`config.mk`:
```
export PLATFORM = sky130hd
export DESIGN_NAME = pipe_mult_fu
export DESIGN_NICKNAME = d
export VERILOG_FILES = /design/src/rtl/pipe_mult_fu_pkg.sv /design/src/rtl/pipe_mult_fu_stage.sv /design/src/rtl/pipe_mult_fu.sv
export SDC_FILE = /design/constraint.sdc
export NUM_CORES = 2
export LEC_CHECK = 0
export CORE_MARGIN = 10
export CORE_UTILIZATION = 40
export CTS_CLUSTER_SIZE = 24
export DETAILED_ROUTE_END_ITERATION = 10
export GPL_TIMING_DRIVEN = 0
export PLACE_DENSITY = 0.55
export SLEW_MARGIN = 20
export SYNTH_ARGS = -nofsm -noshare
export SYNTH_HDL_FRONTEND = slang
export SYNTH_SLANG_ARGS = --single-unit
```
`constraint.sdc`:
```
create_clock -name clock -period 20.4 [get_ports clock]
set_input_delay 3.06 -clock clock [delete_from_list [all_inputs] [get_ports clock]]
set_output_delay 3.06 -clock clock [all_outputs]
set_load 0.01 [all_outputs]
```
`src/rtl/pipe_mult_fu_pkg.sv`:
```
// Shared types for the pipelined RV32M multiply functional unit.
// The optional stall counter is enabled by MULT_FU_STALL_CNT_EN (see pipe_mult_fu.sv).
package pipe_mult_fu_pkg;

  typedef enum logic [1:0] {
    MULT_MUL    = 2'b00,
    MULT_MULH   = 2'b01,
    MULT_MULHSU = 2'b10,
    MULT_MULHU  = 2'b11
  } mult_func_e;

  function automatic logic rs1_is_signed(input mult_func_e f);
    return f != MULT_MULHU;
  endfunction

  function automatic logic rs2_is_signed(input mult_func_e f);
    return (f == MULT_MUL) || (f == MULT_MULH);
  endfunction

endpackage

```
`src/rtl/pipe_mult_fu_stage.sv`:
```
// One pipeline slot: adds SLICE partial products into the accumulator and registers
// the op. Data only loads with a valid op, so a bubble leaves the previous result visible.
module pipe_mult_fu_stage
  import pipe_mult_fu_pkg::*;
#(
  parameter int XLEN  = 32,
  parameter int SLICE = 8,
  parameter int TAG_W = 5
) (
  input  logic              clock,
  input  logic              reset_n,
  input  logic              i_en,
  input  logic              i_kill,
  input  logic              i_valid,
  input  mult_func_e        i_func,
  input  logic [TAG_W-1:0]  i_tag,
  input  logic [2*XLEN-1:0] i_mcand,
  input  logic [XLEN-1:0]   i_mplier,
  input  logic [2*XLEN-1:0] i_acc,
  output logic              o_valid,
  output mult_func_e        o_func,
  output logic [TAG_W-1:0]  o_tag,
  output logic [2*XLEN-1:0] o_mcand,
  output logic [XLEN-1:0]   o_mplier,
  output logic [2*XLEN-1:0] o_acc
);

  logic [2*XLEN-1:0] w_pp;
  logic              r_valid;
  mult_func_e        r_func;
  logic [TAG_W-1:0]  r_tag;
  logic [2*XLEN-1:0] r_mcand;
  logic [XLEN-1:0]   r_mplier;
  logic [2*XLEN-1:0] r_acc;

  always_comb begin
    w_pp = '0;
    for (int j = 0; j < SLICE; j++) begin
      if (i_mplier[j]) w_pp = w_pp + (i_mcand << j);
    end
  end

  always_ff @(posedge clock or negedge reset_n) begin
    if (!reset_n) begin
      r_valid  <= 1'b0;
      r_func   <= MULT_MUL;
      r_tag    <= '0;
      r_mcand  <= '0;
      r_mplier <= '0;
      r_acc    <= '0;
    end else if (i_kill) begin
      r_valid <= 1'b0;
    end else if (i_en) begin
      r_valid <= i_valid;
      if (i_valid) begin
        r_func   <= i_func;
        r_tag    <= i_tag;
        r_mcand  <= i_mcand << SLICE;
        r_mplier <= i_mplier >> SLICE;
        r_acc    <= i_acc + w_pp;
      end
    end
  end

  assign o_valid  = r_valid;
  assign o_func   = r_func;
  assign o_tag    = r_tag;
  assign o_mcand  = r_mcand;
  assign o_mplier = r_mplier;
  assign o_acc    = r_acc;

endmodule

```
`src/rtl/pipe_mult_fu.sv`:
```
// Fully pipelined RV32M multiply FU with done/ack result hold toward the CDB.
// Define MULT_FU_STALL_CNT_EN to add the saturating stall_cycles counter output.
module pipe_mult_fu
  import pipe_mult_fu_pkg::*;
#(
  parameter int XLEN       = 32,
  parameter int NUM_STAGES = 4,
  parameter int TAG_W      = 5
) (
  input  logic             clock,
  input  logic             reset_n,
  input  logic             issue_valid,
  output logic             issue_ready,
  input  logic [XLEN-1:0]  rs1_value,
  input  logic [XLEN-1:0]  rs2_value,
  input  logic [1:0]       func,
  input  logic [TAG_W-1:0] rob_tag,
  input  logic             clear,
  input  logic             ack,
  output logic             done,
  output logic [XLEN-1:0]  v,
  output logic [TAG_W-1:0] out_rob_tag
`ifdef MULT_FU_STALL_CNT_EN
  ,
  output logic [31:0]      stall_cycles
`endif
);

  localparam int DIV   = (NUM_STAGES >= 1) ? NUM_STAGES : 1;
  localparam int SLICE = XLEN / DIV;
  localparam bit PARAMS_OK = (NUM_STAGES >= 1) && (NUM_STAGES <= 8) && (XLEN >= 1) &&
                             (TAG_W >= 1) && ((XLEN % DIV) == 0);

  if (!PARAMS_OK) begin : g_bad_params
    $fatal(1, "pipe_mult_fu: illegal XLEN/NUM_STAGES/TAG_W combination");
  end

  logic              w_advance;
  mult_func_e        w_func_in;
  logic [2*XLEN-1:0] w_a_ext;
  logic [2*XLEN-1:0] w_acc0;

  logic [NUM_STAGES:0] w_valid;
  mult_func_e          w_func   [NUM_STAGES+1];
  logic [TAG_W-1:0]    w_tag    [NUM_STAGES+1];
  logic [2*XLEN-1:0]   w_mcand  [NUM_STAGES+1];
  logic [XLEN-1:0]     w_mplier [NUM_STAGES+1];
  logic [2*XLEN-1:0]   w_acc    [NUM_STAGES+1];

  assign w_func_in = mult_func_e'(func);

  // Only XLEN multiplier bits are summed; a negative signed rs2 is corrected by
  // preloading the accumulator with -(a_ext << XLEN).
  always_comb begin
    w_a_ext = rs1_is_signed(w_func_in) ? {{XLEN{rs1_value[XLEN-1]}}, rs1_value}
                                       : {{XLEN{1'b0}}, rs1_value};
    w_acc0  = '0;
    if (rs2_is_signed(w_func_in) && rs2_value[XLEN-1]) w_acc0 = -(w_a_ext << XLEN);
  end

  assign w_valid[0]  = issue_valid;
  assign w_func[0]   = w_func_in;
  assign w_tag[0]    = rob_tag;
  assign w_mcand[0]  = w_a_ext;
  assign w_mplier[0] = rs2_value;
  assign w_acc[0]    = w_acc0;

  for (genvar g = 0; g < NUM_STAGES; g++) begin : g_stage
    pipe_mult_fu_stage #(
      .XLEN  (XLEN),
      .SLICE (SLICE),
      .TAG_W (TAG_W)
    ) u_stage (
      .clock    (clock),
      .reset_n  (reset_n),
      .i_en     (w_advance),
      .i_kill   (clear),
      .i_valid  (w_valid[g]),
      .i_func   (w_func[g]),
      .i_tag    (w_tag[g]),
      .i_mcand  (w_mcand[g]),
      .i_mplier (w_mplier[g]),
      .i_acc    (w_acc[g]),
      .o_valid  (w_valid[g+1]),
      .o_func   (w_func[g+1]),
      .o_tag    (w_tag[g+1]),
      .o_mcand  (w_mcand[g+1]),
      .o_mplier (w_mplier[g+1]),
      .o_acc    (w_acc[g+1])
    );
  end

  // The last stage register doubles as the output holding register.
  assign done        = w_valid[NUM_STAGES];
  assign w_advance   = !done || ack;
  assign issue_ready = w_advance;
  assign out_rob_tag = w_tag[NUM_STAGES];
  assign v = (w_func[NUM_STAGES] == MULT_MUL) ? w_acc[NUM_STAGES][XLEN-1:0]
                                              : w_acc[NUM_STAGES][2*XLEN-1:XLEN];

  logic w_unused;
  assign w_unused = ^{w_mcand[NUM_STAGES], w_mplier[NUM_STAGES]};

`ifdef MULT_FU_STALL_CNT_EN
  logic [31:0] r_stall_cycles;

  always_ff @(posedge clock or negedge reset_n) begin
    if (!reset_n) begin
      r_stall_cycles <= '0;
    end else if (done && !ack && !clear && (r_stall_cycles != '1)) begin
      r_stall_cycles <= r_stall_cycles + 32'd1;
    end
  end

  assign stall_cycles = r_stall_cycles;
`endif

endmodule
```
==> results.yml <==
finish:
  instances_no_fill: 17900
  fin_nets: 15900
  drive_gt1_share_pct: 9.75
  area_growth_pct: 10.2
  final_core_util_pct: 44.3
clock_tree:
  htree_levels: 2
  cts_buffers: 55
  clockRootBuffer: "clkbuf_16"
  cts.clk_slew.worst_paths_ns: 0.06
  cts_buffer_depth: 3
  tritoncts: "yes"
  cts_hold_buf: 0
  cts_num_sinks: 435
  clock_latency_ns: 0.70
timing:
  fmax_ghz: 0.0502
  tightest_slew_ns: 1.24
  fin_worst_skew_ns: 0.0482
  fin_crit_ns: 19.93
  period_share_pct: 97.7
  final_max_slew_viol_count: 0
  final-setup-viol-count: 0
  finalHoldViolCount: 0
  relSlewSlack_pct: 17.6
  tns_ns: 0
floorplan:
  die_y_microns: 531
  core_sq_um: 259000
  die-area_sq_um: 281000
  die_w_microns: 531
  ioPinCount: 115
  initial_utilization_pct: 40.2
  rows: 187
route:
  vias: 107000
  drt-total-wl_microns: 396000
  drc_errors: 0
  firstDrtPassIters: 8
  ant_nets: 0
  detail_route.wl_per_cell_microns: 22.2
  drtIter0Drc: 9132
  routed_via_density: 6.01
setup_path:
  crit_required_ns: 20.97
  critPathSlowestCell: "buf_1"
  max_stage_delay_ns: 0.73
  crit_fanout: 10
  critical_path_class: "in2reg"
  cp-start-kind: "input port"
  arrival_ns: 20.49
  end_kind: "flop"
global_routing:
  antenna_found_initial: 18
  grt_pass1_vias: 98700
  grt_overflow: 0
  grt_max_degree: 93
  grt_usage_pct: 26.4
  grt_pass1_wl_microns: 592000
min_path:
  hold_class: "reg2reg"
logic_synthesis:
  synth_edf_count: 0
  synth_seq_cells: 435
  synth_fp_nets: 15600
  syn_inst: 14100
  syn_avg_cell_area_sq_um: 7.38
  yosysWarnings: 0
  ys_seq_area_share_pct: 10.4
  ys_dominant_reg_cell: "dfrtp_1"
  netlist_area_sq_um: 104000
  async_reset_ff_share_pct: 100
  synthDistinctLibCells: 90
placement:
  gp_congestion: 0.962
  dp_cells: 17700
  port_buffers: 111
  place_hpwl_microns: 326000
flow_run:
  drv_cap: 0
status:
  status: "complete, no violations"
==> per-stage QoR <==
step	area [sq um]	worst slack, ns	hold slack, ns
floorplan	104000	0.405	0.435
global placement	110000	-5.64	0.451
detailed placement	110000	-4.66	0.462
CTS	113000	0.0149	0.477
global route	115000	-0.132	0.500
finish	115000	0.472	0.473
==> what timing repair did <==
| item | in CTS | in global routing |
|---|---|---|
| setup endpoints to repair | 33 | 43 |
| setup buffers | 56 | 73 |
| resized for setup | 187 | 386 |
| pin swaps | 43 | 108 |
==> registers in the layout (all words and copies together) (netlist names) <==
signal and cells:
g_stage.u_stage.o_valid 4, g_stage.u_stage.o_mplier 48, g_stage.u_stage.o_func 8, g_stage.u_stage.o_acc 256
g_stage.u_stage.o_tag 20, g_stage.u_stage.o_mcand 99
==> worst paths after layout <==
path	start	to	slack (ns)	cells past startpoint
worst max-delay path	rs2_value[2]	g_stage[0].u_stage.o_acc[63]$_DFFE_PN0P_	0.47	77
worst min-delay path	g_stage[0].u_stage.o_tag[0]$_DFFE_PN0P_	g_stage[0].u_stage.o_tag[0]$_DFFE_PN0P_	0.47	2
worst max register to register	g_stage[0].u_stage.o_mplier[0]$_DFFE_PN0P_	g_stage[1].u_stage.o_acc[63]$_DFFE_PN0P_	1.05	91
worst min register to register	g_stage[0].u_stage.o_tag[0]$_DFFE_PN0P_	g_stage[0].u_stage.o_tag[0]$_DFFE_PN0P_	0.47	2
max in group asynchronous	reset_n	g_stage[0].u_stage.o_mcand[62]$_DFFE_PN0P_	16.31	5
min in group asynchronous	reset_n	g_stage[2].u_stage.o_mplier[3]$_DFFE_PN0P_	2.24	1
==> critical path, delay by kind of cell <==
kind	cells	cell delay [ns]
multiplexers	1	0.29
AND/OR/NAND/NOR	10	1.46
AO/OA/AOI/OAI	40	7.74
buffers and inverters	11	4.36
XOR/XNOR	9	1.48
adder cells (fa/ha/maj)	6	2.06
==> cell families after synthesis <==
group	Yosys count	share of synthesized area [%]
AOI/OAI and AO/OA	5069	30.9
xor gates and xnor gates	1254	10.6
adders and majority gates	1444	17.6
buffers and inverters	1106	4.00
DFF	435	10.4
muxes	781	8.31
and+or+nand+nor	4042	18.2
==> layer usage <==
metal | wire, microns | up-vias | global-route usage (%) | part of all wire (%)
li1 | - | 52600 | - | -
met1 | 180000 | 51000 | 36.2 | 45
met2 | 178000 | 3032 | 43.6 | 45
met3 | 22200 | 592 | 2.45 | 5.6
met4 | 15200 | 6 | 8.61 | 3.8
met5 | 40 | - | 0 | 0.010
==> cell usage after synthesis, drive strengths merged, types with 178 or more instances <==
cell	count	area share [%]
nand2b	207	1.2
xor2	455	3.8
dfrtp	435	10
a21o	820	5.9
a21oi	1512	7.3
mux2	671	7.3
nor2	972	3.5
clkbuf	463	1.7
o21ai	1096	5.3
o21bai	228	1.6
nand3	270	1.3
o21a	256	1.8
nor3	191	0.92
xnor2	796	6.7
inv	584	2.1
nand2	1450	5.2
ha	1409	17
and2	178	1.1
==> cell usage in the layout (no fill, tap or decap), types with 37 or more instances in the layout <==
cell	count
nand2_1	1448
dfrtp_1	433
nand3_1	266
o31a_1	41
a31oi_1	134
buf_4	133
ha_1	1341
a211oi_1	129
o21ai_1	44
a31o_2	39
nand2b_1	206
o211ai_1	85
a221o_1	39
nor2b_1	169
clkbuf_16	55
o31ai_1	93
mux2_2	667
nor3_1	183
inv_1	576
xnor2_1	793
o21bai_1	226
a21o_1	820
or2_2	48
xor2_1	452
and3_1	139
a21oi_2	56
clkbuf_1	412
clkdlybuf4s50_1	89
o21a_1	256
o21ai_0	1020
and2_1	172
mux2i_1	102
nor2_1	959
and4_1	43
a211o_1	58
nand4_1	129
a21boi_0	37
a21oi_1	1451
or3_1	88
==> final cells by class <==
class,instances,area (sq um)
timing repair buffer,252,2360
tap,3402,4260
buffer,482,1910
clock inverter,26,344
inverter,593,2240
sequential,435,10900
multi-input combinational,12600,91300
antenna,1,2.50
fill,27000,145000
clock buffer,70,1530
Power is not shown: default switching activity piles up to over one toggle a cycle in this logic, so the estimate is an artifact.
